## config.mk

```make
export PLATFORM = sky130hd
export DESIGN_NAME = keypad_entry_flat
export DESIGN_NICKNAME = d
export VERILOG_FILES = /design/src/rtl/keypad_pkg.sv /design/src/rtl/keypad_entry_if.sv /design/src/rtl/keypad_scanner.sv /design/src/rtl/keypad_entry.sv /design/src/flat_wrapper.sv
export SDC_FILE = /design/constraint.sdc
export NUM_CORES = 1
export LEC_CHECK = 0
export BUFFER_PORTS_ARGS = -buffer_cell sky130_fd_sc_hd__buf_2
export CORE_ASPECT_RATIO = 1.1
export CORE_MARGIN = 1.5
export CORE_UTILIZATION = 45
export CTS_CLUSTER_DIAMETER = 60
export CTS_CLUSTER_SIZE = 8
export DETAILED_ROUTE_END_ITERATION = 10
export GPL_TIMING_DRIVEN = 0
export PLACE_DENSITY = 0.66
export REMOVE_ABC_BUFFERS = 1
export SLEW_MARGIN = 20
export SYNTH_ARGS = -nofsm -noshare
export SYNTH_HDL_FRONTEND = slang
export SYNTH_SLANG_ARGS = --single-unit
```

## constraint.sdc

```tcl
create_clock -name clk -period 4.8 [get_ports clk]
set_input_delay 0.96 -clock clk [delete_from_list [all_inputs] [get_ports clk]]
set_output_delay 0.96 -clock clk [all_outputs]
set_load 0.01 [all_outputs]
```

## src/rtl/keypad_pkg.sv

```systemverilog
// Shared types and key-map helpers for the 4x4 keypad entry front end.
package keypad_pkg;

  typedef enum logic [3:0] {
    K0 = 4'd0, K1 = 4'd1, K2 = 4'd2, K3 = 4'd3, K4 = 4'd4,
    K5 = 4'd5, K6 = 4'd6, K7 = 4'd7, K8 = 4'd8, K9 = 4'd9,
    KA = 4'd10, KB = 4'd11, KC = 4'd12, KD = 4'd13,
    KSTAR = 4'd14, KHASH = 4'd15
  } key_t;

  typedef enum logic [2:0] {
    OP_ADD = 3'd0, OP_SUB = 3'd1, OP_MUL = 3'd2, OP_DIV = 3'd3, OP_EQ = 3'd4
  } op_t;

  typedef enum logic [1:0] {
    S_SCAN = 2'd0, S_DEB = 2'd1, S_HELD = 2'd2
  } scan_st_t;

  function automatic key_t decode(input logic [1:0] row_idx, input logic [1:0] col_idx);
    key_t k;
    case ({row_idx, col_idx})
      4'b00_00: k = K1;    4'b00_01: k = K2;    4'b00_10: k = K3;     4'b00_11: k = KA;
      4'b01_00: k = K4;    4'b01_01: k = K5;    4'b01_10: k = K6;     4'b01_11: k = KB;
      4'b10_00: k = K7;    4'b10_01: k = K8;    4'b10_10: k = K9;     4'b10_11: k = KC;
      4'b11_00: k = KSTAR; 4'b11_01: k = K0;    4'b11_10: k = KHASH;  default:  k = KD;
    endcase
    return k;
  endfunction

  // With several rows low, the lowest-index row is reported.
  function automatic logic [1:0] lowest_low(input logic [3:0] row);
    logic [1:0] r;
    r = 2'd3;
    for (int i = 3; i >= 0; i--) begin
      if (!row[i]) r = 2'(i);
    end
    return r;
  endfunction

  function automatic op_t key_to_op(input key_t k);
    op_t o;
    case (k)
      KA:      o = OP_ADD;
      KB:      o = OP_SUB;
      KC:      o = OP_MUL;
      KD:      o = OP_DIV;
      default: o = OP_EQ;
    endcase
    return o;
  endfunction

endpackage

```

## src/rtl/keypad_entry_if.sv

```systemverilog
// Display and commit bus from the keypad entry block to the ALU/control path.
interface keypad_entry_if #(
  parameter int DIGITS = 4
);
  import keypad_pkg::*;

  logic [DIGITS*4-1:0]          digits_out;
  logic [$clog2(DIGITS+1)-1:0]  count;
  logic [DIGITS*4-1:0]          operand;
  op_t                          op;
  logic                         operand_valid;
  logic                         overflow;

  modport master (
    output digits_out, count, operand, op, operand_valid, overflow
  );

  modport slave (
    input digits_out, count, operand, op, operand_valid, overflow
  );

endinterface

```

## src/rtl/keypad_scanner.sv

```systemverilog
// Column scanner with row debounce; emits one key_valid pulse per accepted press.
module keypad_scanner
  import keypad_pkg::*;
#(
  parameter int SCAN_DIV = 1000,
  parameter int DEBOUNCE = 8
) (
  input  logic       clk,
  input  logic       reset,
  input  logic [3:0] row,
  output logic [3:0] col,
  output key_t       key_code,
  output logic       key_valid
);

  localparam int DIV_W = $clog2(SCAN_DIV);
  localparam int DEB_W = $clog2(DEBOUNCE + 1);
  localparam logic [DIV_W-1:0] DIV_LAST = DIV_W'(SCAN_DIV - 1);
  localparam logic [DEB_W-1:0] DEB_LAST = DEB_W'(DEBOUNCE - 1);

  scan_st_t         state_q, state_d;
  logic [DIV_W-1:0] div_q, div_d;
  logic [1:0]       colidx_q, colidx_d;
  logic [DEB_W-1:0] cnt_q, cnt_d;
  logic [3:0]       pat_q, pat_d;
  key_t             key_code_q, key_code_d;
  logic             key_valid_q, key_valid_d;

  always_comb begin
    state_d     = state_q;
    div_d       = div_q;
    colidx_d    = colidx_q;
    cnt_d       = cnt_q;
    pat_d       = pat_q;
    key_code_d  = key_code_q;
    key_valid_d = 1'b0;
    case (state_q)
      S_SCAN: begin
        if (div_q == DIV_LAST) begin
          div_d = '0;
          if (row != 4'hF) begin
            state_d = S_DEB;
            pat_d   = row;
            cnt_d   = '0;
          end else begin
            colidx_d = colidx_q + 2'd1;
          end
        end else begin
          div_d = div_q + DIV_W'(1);
        end
      end
      S_DEB: begin
        if (row == pat_q) begin
          if (cnt_q == DEB_LAST) begin
            state_d     = S_HELD;
            cnt_d       = '0;
            key_valid_d = 1'b1;
            key_code_d  = decode(lowest_low(pat_q), colidx_q);
          end else begin
            cnt_d = cnt_q + DEB_W'(1);
          end
        end else begin
          state_d  = S_SCAN;
          colidx_d = colidx_q + 2'd1;
          div_d    = '0;
          cnt_d    = '0;
        end
      end
      S_HELD: begin
        // Only an unbroken run of all-high samples counts as a release.
        if (row == 4'hF) begin
          if (cnt_q == DEB_LAST) begin
            state_d  = S_SCAN;
            colidx_d = colidx_q + 2'd1;
            div_d    = '0;
            cnt_d    = '0;
          end else begin
            cnt_d = cnt_q + DEB_W'(1);
          end
        end else begin
          cnt_d = '0;
        end
      end
      default: begin
        state_d  = S_SCAN;
        div_d    = '0;
        cnt_d    = '0;
      end
    endcase
  end

  always_ff @(posedge clk) begin
    if (reset) begin
      state_q     <= S_SCAN;
      div_q       <= '0;
      colidx_q    <= 2'd0;
      cnt_q       <= '0;
      key_code_q  <= K0;
      key_valid_q <= 1'b0;
    end else begin
      state_q     <= state_d;
      div_q       <= div_d;
      colidx_q    <= colidx_d;
      cnt_q       <= cnt_d;
      key_code_q  <= key_code_d;
      key_valid_q <= key_valid_d;
    end
  end

  always_ff @(posedge clk) begin
    pat_q <= pat_d;
  end

  assign col       = ~(4'b0001 << colidx_q);
  assign key_code  = key_code_q;
  assign key_valid = key_valid_q;

endmodule

```

## src/rtl/keypad_entry.sv

```systemverilog
// Keypad front end: scanner plus BCD entry buffer with backspace, overflow and commit.
module keypad_entry
  import keypad_pkg::*;
#(
  parameter int DIGITS   = 4,
  parameter int SCAN_DIV = 1000,
  parameter int DEBOUNCE = 8
) (
  input  logic                 clk,
  input  logic                 reset,
  input  logic [3:0]           row,
  output logic [3:0]           col,
  input  logic                 clear,
  output key_t                 key_code,
  output logic                 key_valid,
  keypad_entry_if.master       bus
);

  localparam int BUF_W = DIGITS * 4;
  localparam int CNT_W = $clog2(DIGITS + 1);
  localparam logic [CNT_W-1:0] CNT_FULL = CNT_W'(DIGITS);

  logic [BUF_W-1:0] buf_q, buf_d;
  logic [CNT_W-1:0] cnt_q, cnt_d;
  logic [BUF_W-1:0] operand_q, operand_d;
  op_t              op_q, op_d;
  logic             opv_q, opv_d;
  logic             ovf_q, ovf_d;

  keypad_scanner #(
    .SCAN_DIV (SCAN_DIV),
    .DEBOUNCE (DEBOUNCE)
  ) u_scan (
    .clk       (clk),
    .reset     (reset),
    .row       (row),
    .col       (col),
    .key_code  (key_code),
    .key_valid (key_valid)
  );

  always_comb begin
    buf_d     = buf_q;
    cnt_d     = cnt_q;
    operand_d = operand_q;
    op_d      = op_q;
    opv_d     = 1'b0;
    ovf_d     = 1'b0;
    // clear drops any key action landing in the same cycle.
    if (clear) begin
      buf_d = '0;
      cnt_d = '0;
    end else if (key_valid) begin
      if (key_code <= K9) begin
        if (cnt_q < CNT_FULL) begin
          buf_d = (buf_q << 4) | BUF_W'(key_code);
          cnt_d = cnt_q + CNT_W'(1);
        end else begin
          ovf_d = 1'b1;
        end
      end else if (key_code == KSTAR) begin
        if (cnt_q != '0) begin
          buf_d = buf_q >> 4;
          cnt_d = cnt_q - CNT_W'(1);
        end
      end else begin
        operand_d = buf_q;
        op_d      = key_to_op(key_code);
        opv_d     = 1'b1;
        buf_d     = '0;
        cnt_d     = '0;
      end
    end
  end

  always_ff @(posedge clk) begin
    if (reset) begin
      buf_q     <= '0;
      cnt_q     <= '0;
      operand_q <= '0;
      op_q      <= OP_EQ;
      opv_q     <= 1'b0;
      ovf_q     <= 1'b0;
    end else begin
      buf_q     <= buf_d;
      cnt_q     <= cnt_d;
      operand_q <= operand_d;
      op_q      <= op_d;
      opv_q     <= opv_d;
      ovf_q     <= ovf_d;
    end
  end

  assign bus.digits_out    = buf_q;
  assign bus.count         = cnt_q;
  assign bus.operand       = operand_q;
  assign bus.op            = op_q;
  assign bus.operand_valid = opv_q;
  assign bus.overflow      = ovf_q;

endmodule

```

## src/flat_wrapper.sv

```systemverilog
// flat-port wrapper written by rule: the top's interface ports become plain ports
module keypad_entry_flat import keypad_pkg::*;
#(
  parameter int DIGITS   = 4,
  parameter int SCAN_DIV = 1000,
  parameter int DEBOUNCE = 8
)
  (clk, reset, row, col, clear, key_code, key_valid, bus_digits_out, bus_count, bus_operand, bus_op, bus_operand_valid, bus_overflow);
  keypad_entry_if #(.DIGITS(DIGITS)) bus_i ();
  input  logic clk;
  input  logic reset;
  input  logic [3:0] row;
  output logic [3:0] col;
  input  logic clear;
  output key_t key_code;
  output logic key_valid;
  output wire logic [$bits(bus_i.digits_out)-1:0] bus_digits_out;
  output wire logic [$bits(bus_i.count)-1:0] bus_count;
  output wire logic [$bits(bus_i.operand)-1:0] bus_operand;
  output wire logic [$bits(bus_i.op)-1:0] bus_op;
  output wire logic [$bits(bus_i.operand_valid)-1:0] bus_operand_valid;
  output wire logic [$bits(bus_i.overflow)-1:0] bus_overflow;
  assign bus_digits_out = bus_i.digits_out;
  assign bus_count = bus_i.count;
  assign bus_operand = bus_i.operand;
  assign bus_op = bus_i.op;
  assign bus_operand_valid = bus_i.operand_valid;
  assign bus_overflow = bus_i.overflow;
  keypad_entry #(.DIGITS(DIGITS), .SCAN_DIV(SCAN_DIV), .DEBOUNCE(DEBOUNCE)) u_core (.clk(clk), .reset(reset), .row(row), .col(col), .clear(clear), .key_code(key_code), .key_valid(key_valid), .bus(bus_i));
endmodule
```

Word-level counts from Yosys, hierarchy flattened. Memories as Yosys holds them, arrays and structs flattened. A register that Yosys moved wholly into a read port is not among the register bits. Index checks and enable logic that the tools add are counted.

$add $sub $neg: 5. Multiply operators: 0. Divide/modulo/power cells: 0. $lt $le $gt $ge: 2. Equal/unequal tests: 21. Shift operators: 1. Mux-type cells: 42. Bitwise logic cells: 8. Reduce and logical (&&, ||, !) cells: 15.

Operators by type and width (number): 16-bit 2-to-1 mux (4); 10-bit 2-to-1 mux (4); 2-bit 2-to-1 mux (16); 10-bit one-hot mux with 3 select lines (1); 4-bit equality test, second input constant (6); 4-bit 2-to-1 mux (5); 16-bit by 4-bit OR with 16-bit output (1); 2-bit inequality test, second input constant (7); 3-bit 2-to-1 mux (4); 2-bit one-hot mux with 3 select lines (2); 3-bit one-hot mux with 4 select lines (1); 4-bit one-hot mux with 3 select lines (1); 3-bit AND reduction (4); 10-bit by 1-bit adder with 10-bit output, second input constant (1); 10-bit equality test, second input constant (1); 4-bit OR reduction (2); 1-bit inverter (6); 6-bit AND reduction (1); 3-bit nonzero test (2); 5-bit AND reduction (1); 4-bit by 1-bit adder with 4-bit output, second input constant (1); 4-bit by 3-bit equality test with 1-bit output, second input constant (1); 4-bit equality test (1); 4-bit <= comparator, second input constant (1); 17 further kinds (20).

Bits in registers: 63. Latch bits: 0. RAM bits: 0. Bits in read-only memories: 64. Output and inout bits: 49. Word-level logic and storage cells: 107. Memories kept: 1.

Memories: (name not given) (depth 16, width 4, read ports 1, clocked after Yosys merged registers in 1, wr ports 0, line keypad_pkg.sv:21) `case ({row_idx, col_idx})`.

Longest topological paths before layout. Gate-level depths: netlist of run 1.

Word-level depth: 6. Gate-level depth with buffers: 8. Mapped depth without buffers: 7.

By module. A second synthesis of run 1 with hierarchy kept.

Cell total of the unflattened synthesis: 371. Area, all modules: 3246.9 um2.

Modules (own cells, without submodules): keypad_entry (times used 1, cells each 194, area an instance 1670.4 um2, seq. area each 800.8 um2); keypad_scanner (times used 1, cells each 177, area an instance 1576.5 um2, seq. area each 580.6 um2).

Worst setup path before layout of run 1. No wires, ideal clock.

Kind: input to register. Start point: input row[3]. End point: register u_core.u_scan.cnt_q[3]. Setup time: 0.074 ns. Data arrival time: 2.146 ns. Required time: 4.726 ns. Path slack: 2.579 ns. Stages on the path: 6. Buffers on the path: 1. Cells stage by stage: and4_1 o41a_1 buf_4 a2111oi_4 nand2_1 a31oi_1.

Longest elaborated chain between the ends: 3. Elaborated cells on any way between the ends: 8. Classes of those cells: eq/ne (4); mux (3); reduce/logical (1).

RTL lines: start, declared (line flat_wrapper.sv:12) `input logic [3:0] row;`; 4-bit equality test, or another cell as far along (line keypad_scanner.sv:71) `if (row == 4'hF) begin`; 4-bit 2-to-1 mux, or another cell as far along (line keypad_scanner.sv:71); 4-bit one-hot mux with 3 select lines or 2-bit AND reduction (tied branches); end signal, assigned (line keypad_scanner.sv:104) `cnt_q <= cnt_d;`; end, declared (line keypad_scanner.sv:24) `logic [DEB_W-1:0] cnt_q, cnt_d;`.

Several ways; a longest one is shown, not always the timed one. A chain may end at the register's enable or synchronous reset.

Worst setup path in the final report of run 1.
Start point: input row[2]. End point: register u_core.u_scan.colidx_q[0].

Longest elaborated chain between the ends: 3. Elaborated cells on any way between the ends: 7. Classes of those cells: eq/ne (6); reduce/logical (1).

RTL lines: 4-bit inequality test, or another cell as far along (line keypad_scanner.sv:41) `if (row != 4'hF) begin`; 2-bit inequality test (no line); 6-bit AND reduction (no line) *; end signal, assigned (line keypad_scanner.sv:103) `colidx_q <= colidx_d;`; end, declared (line keypad_scanner.sv:23) `logic [1:0] colidx_q, colidx_d;`.

Every way passes the cells marked *; elsewhere a longest branch is shown, timed or not.

==> results.json, run 1 <==
{
  "firstDrtPassIters": 4,
  "dp_slack_ns": 1.993,
  "rsz0062_at_grt": "false",
  "ys_ff_latch": 67,
  "synth_flop_cell": "dfxtp_1",
  "drcViolationCount": 0,
  "clock_path_buffers": 2,
  "nFillCells": 659,
  "grt_usage_pct": 18.47,
  "drt-met1-wl_um": 3171,
  "antenna_left": 0,
  "instances_no_fill": 513,
  "hold_violations": 0,
  "final_common_cell": "dfxtp_1",
  "finalSetupViolations": 0,
  "synth_edf_count": 4,
  "final_area_mm2": 0.003769,
  "postCtsSetupRepairBufs": 0,
  "synth.avg_cell_area_um2": 8.636,
  "antenna_found_initial": 0,
  "start_util_pct": 46.59,
  "yosys.cell_types.count": 58,
  "dieArea_mm2": 0.007775,
  "clock-sinks": 67,
  "routed.top_layer": "met4",
  "hold_class": "reg2reg",
  "postCtsResizedCells": 0,
  "power_mw": 1.118,
  "worst_slew_pin_slew_ns": 0.7932,
  "drtIter0Drc": 113,
  "setup.worst_path.start_class": "input pin",
  "wl_met3_um": 309,
  "cp.required_ns": 5.02,
  "synthCells": 378,
  "cts_tree": "yes",
  "avgRoutedWirePerCell_um": 13.31,
  "rows": 32,
  "wl_um": 6827,
  "grt-ovfl-total": 0,
  "status": "completed",
  "critPathArrivalTime_ns": 2.63,
  "utilization_pct": 53.79,
  "ios": 56,
  "finClkSkew_ns": 0.01057,
  "period_minus_slack_ns": 2.409,
  "fin_crit_sh_pct": 50.19,
  "leakage_nw": 1.443,
  "n_antenna_cell": 0,
  "fmax_mhz": 415.1,
  "grt_pass1_wl_um": 11570,
  "tns_ns": 0,
  "netlist_area_mm2": 0.003264,
  "synth-seq-area-share_pct": 42.32,
  "grt_max_degree": 31,
  "dp_hpwl_um": 4726,
  "cts-root-buf": "clkbuf_8",
  "drt-vias-per-instance": 5.472,
  "powerDensity_mw_per_mm2": 296.7,
  "dp_cells": 497,
  "die_h_um": 92.33,
  "dpl_cell_area_mm2": 0.003542,
  "grt_pass1_vias": 2529,
  "drv_cap": 0,
  "area_growth_pct": 15.45,
  "cts-hold-fix-buffers": 0,
  "numCtsBuffers": 9,
  "h-tree-depth": 3,
  "crit_type": "in2reg",
  "synth_async_sr_flop_share_pct": 0,
  "clk_pin_slew_ns": 0.07,
  "crit_path_end_kind": "flop",
  "ys_warn_count": 0,
  "vias": 2807,
  "gp_congestion": 0.8169,
  "slew_violations": 0,
  "drive_above_1_share_pct": 20.79,
  "irDropWorstVdd_uv": 139.4,
  "fin_ws_ns": 2.391,
  "insertion_delay_ns": 0.34,
  "relSlewSlack_pct": 46.72,
  "nets": 444,
  "final_cell_mix": "63 x dfxtp_1, 59 x nand2_1, 55 x buf_2",
  "core_area_mm2": 0.007007,
  "hold_slack_ns": 0.4516,
  "route.met2.wl_um": 3294,
  "cp_max_fo": 13,
  "portBuffers": 55,
  "die_x_um": 84.21
}
## area by class of cell
class | count | area, µm² | area share, %
multi-input cells | 269 | 1693 | 44.92
flip-flops and latches | 67 | 1381 | 36.65
repair buffers | 56 | 286.5 | 7.603
clock buffers | 12 | 155.1 | 4.117
well taps | 85 | 106.4 | 2.822
inverters | 20 | 75.07 | 1.992
clock inverters | 4 | 71.32 | 1.892
## report_power, final
| group | internal [mW] | switching, mW | leakage [nW] |
|---|---|---|---|
| combinational | 0.00636 | 0.0165 | 0.782 |
| sequential | 0.563 | 0.00175 | 0.544 |
| clock | 0.321 | 0.210 | 0.117 |
| total | 0.890 | 0.228 | 1.44 |
## cell usage after synthesis (all sizes together) (7+ instances only)
cell type | n | share of area [%]
inv | 19 | 2.2
a221oi | 11 | 3.9
dfxtp | 63 | 39
nand2 | 59 | 6.8
nor3 | 15 | 2.5
buf | 13 | 2.6
mux2i | 7 | 2.1
a21oi | 39 | 6.0
ha | 14 | 5.4
nand3 | 15 | 2.3
o21ai | 9 | 1.7
clkbuf | 9 | 1.0
nor2 | 33 | 3.8
## critical path, cell delays in order
cell and delay, ns:
buf_2 0.13, xnor2_1 0.15, nand4_1 0.33, o21ai_2 0.56, nor3_1 0.19, mux2_2 0.31
## path summary, 6_finish.rpt
path / from / endpoint / slack [ns] / cells past startpoint
max reg2reg: u_core.u_scan.cnt_q[0] / u_core.u_scan.colidx_q[0] / 2.49 / 6
max: row[2] / u_core.u_scan.colidx_q[0] / 2.39 / 6
min: u_core.bus.operand[11] / u_core.bus.operand[11] / 0.45 / 2
min reg2reg: u_core.bus.operand[11] / u_core.bus.operand[11] / 0.45 / 2
## cell families after synthesis
kind of cell / share of synthesized area (%)
multiplexers: 2.491
adder cells (fa/ha/maj): 5.366
buffers and inverters: 5.941
XOR/XNOR: 1.878
flip-flops: 42.32
AO/OA/AOI/OAI: 18.51
AND/OR/NAND/NOR: 23.50
## routing by layer
metal / up-vias / track usage, %
met5: - / 0
met4: 0 / 8.880
met3: 2 / 3.476
met2: 65 / 30.53
met1: 1317 / 23.19
li1: 1423 / -
## state kept, by name (all words and copies together), names as in the netlist
register                  count
u_core.bus.operand           16
u_core.bus.overflow           1
u_core.bus.op                 3
u_core.u_scan.key_valid       1
u_core.u_scan.colidx_q        2
u_core.u_scan.div_q          10
u_core.bus.digits_out        16
u_core.u_scan.cnt_q           4
u_core.bus.operand_valid      1
u_core.u_scan.state_q         2
u_core.u_scan.key_code        4
u_core.bus.count              3
u_core.u_scan.pat_q           4
No activity file was read; power rests on OpenSTA's default activity.
==> run 2: changes to the inputs <==
--- a/config.mk
+++ b/config.mk
@@ -13,7 +13,7 @@
 export CTS_CLUSTER_SIZE = 8
 export DETAILED_ROUTE_END_ITERATION = 10
 export GPL_TIMING_DRIVEN = 0
-export PLACE_DENSITY = 0.66
+export PLACE_DENSITY = 0.69
 export REMOVE_ABC_BUFFERS = 1
 export SLEW_MARGIN = 20
 export SYNTH_ARGS = -nofsm -noshare
==> constraint.sdc (replaced) <==
create_clock -name clk -period 2 [get_ports clk]
set_input_delay 0.4 -clock clk [delete_from_list [all_inputs] [get_ports clk]]
set_output_delay 0.4 -clock clk [all_outputs]
set_load 0.01 [all_outputs]
==> results.json, run 2 (same netlist as run 1, synthesis figures left out) <==
{
  "critPathArrivalTime_ns": 2.15,
  "nFillCells": 651,
  "clock-sinks": 67,
  "power_mw": 2.758,
  "antenna_found_initial": 0,
  "cp_max_fo": 7,
  "crit_type": "reg2reg",
  "portBuffers": 55,
  "cpPeakStageDelay_ns": 0.39,
  "setup.worst_path.start_class": "flop",
  "leakage_nw": 1.584,
  "final_cell_mix": "59 x nand2_1, 58 x dfxtp_1, 55 x buf_2",
  "crit_path_end_kind": "flop",
  "dp_cells": 497,
  "period_minus_slack_ns": 1.908,
  "insertion_delay_ns": 0.35,
  "hold_violations": 0,
  "drt-vias-per-instance": 5.564,
  "ff_latch_area_mm2": 0.001388,
  "fmax_mhz": 524.0,
  "multi_input_area_mm2": 0.001813,
  "drcViolationCount": 0,
  "hold_slack_ns": 0.2854,
  "die_h_um": 92.33,
  "wl_um": 7272,
  "grt-ovfl-total": 0,
  "fin_crit_sh_pct": 95.41,
  "numCtsBuffers": 9,
  "cp.required_ns": 2.24,
  "finClkSkew_ns": 0.005737,
  "drv_cap": 0,
  "ios": 56,
  "relSlewSlack_pct": 63.88,
  "cp_common_cell": "o21ai_4",
  "nets": 456,
  "drtIter0Drc": 134,
  "dieArea_mm2": 0.007775,
  "antenna_left": 0,
  "die_x_um": 84.21,
  "core_area_mm2": 0.007007,
  "slew_violations": 0,
  "drive_above_1_share_pct": 25.68,
  "clock_path_buffers": 2,
  "h-tree-depth": 3,
  "r2r_setup_slack_ns": 0.09,
  "instances_no_fill": 525,
  "gp_congestion": 0.8571,
  "start_util_pct": 46.59,
  "dp_hpwl_um": 4787,
  "firstDrtPassIters": 4,
  "cts_tree": "yes",
  "powerDensity_mw_per_mm2": 684.9,
  "utilization_pct": 57.46,
  "area_growth_pct": 23.34,
  "rows": 32,
  "grt_max_degree": 31,
  "finalSetupViolations": 0,
  "slowest_stage": "dfxtp_1",
  "crit_chain": "ha_4 > nand3b_4 > o21ai_4 > o21ai_4 > nor3_4 > mux2_2",
  "grt_usage_pct": 19.09,
  "grt_pass1_vias": 2643,
  "clk_pin_slew_ns": 0.07,
  "grt_pass1_wl_um": 11900,
  "hold_class": "in2reg",
  "status": "completed",
  "worst_slew_pin_slew_ns": 0.5418,
  "cts-hold-fix-buffers": 0,
  "final_common_cell": "nand2_1",
  "irDropWorstVdd_uv": 470.8,
  "cts-root-buf": "clkbuf_8",
  "vias": 2921,
  "avgRoutedWirePerCell_um": 13.85,
  "n_antenna_cell": 0
}
## run 2: worst paths after layout
kind                               end                    from  depth (start not counted)
max          u_core.u_scan.colidx_q[0]  u_core.u_scan.cnt_q[1]                          6
min             u_core.u_scan.pat_q[0]                  row[0]                          1
max reg2reg  u_core.u_scan.colidx_q[0]  u_core.u_scan.cnt_q[1]                          6
min reg2reg      u_core.bus.operand[1]   u_core.bus.operand[1]                          2
## run 2: worst max-delay path, delay by kind of cell, from the launching register on
kind	cells	cell delay [ns]
muxes	1	0.36
and+or+nand+nor	2	0.40
DFF	1	0.39
AOI/OAI and AO/OA	2	0.45
adders and majority gates	1	0.19
## run 2: area by class of cell
type	instances	area share (%)
clock buffer	14	5.345
clock inverter	2	0.8701
inverter	20	1.865
multi-input combinational	270	45.03
sequential	67	34.46
tap	85	2.641
timing repair buffer	67	9.789
## run 2: where the power goes
part	internal (mW)	switching [mW]	total, mW	leakage (nW)
registers	1.35	0.00457	1.36	0.546
logic	0.0173	0.0424	0.0596	0.908
clock network	0.828	0.515	1.34	0.129
total	2.20	0.562	2.76	1.58
## run 2: through the flow
step	setup WS, ns	cell area, µm²	setup TNS [ns]
after global placement	-1.599	3527	-57.99
final	0.09176	4026	0
after global routing	-0.007674	4026	-0.007674
after detailed placement	-0.3492	3542	-4.568
after floorplan	-0.8650	3146	-28.92
after CTS	-0.02722	3856	-0.02722
## run 2: timing repair
action | 4_1_cts | 5_1_grt
pin swaps | 1 | 6
gates resized for setup | 10 | 12
endpoints found under the setup margin | 52 | 27
buffers inserted | 3 | 8
gates cloned | 0 | 1
## run 2: layer usage
layer | GRT usage, % | wire length, µm | vias up
met1 | 22.73 | 3225 | 1394
met5 | 0 | 0 | -
met2 | 32.07 | 3571 | 63
li1 | - | - | 1450
met3 | 3.119 | 274 | 14
met4 | 11.89 | 200 | 0
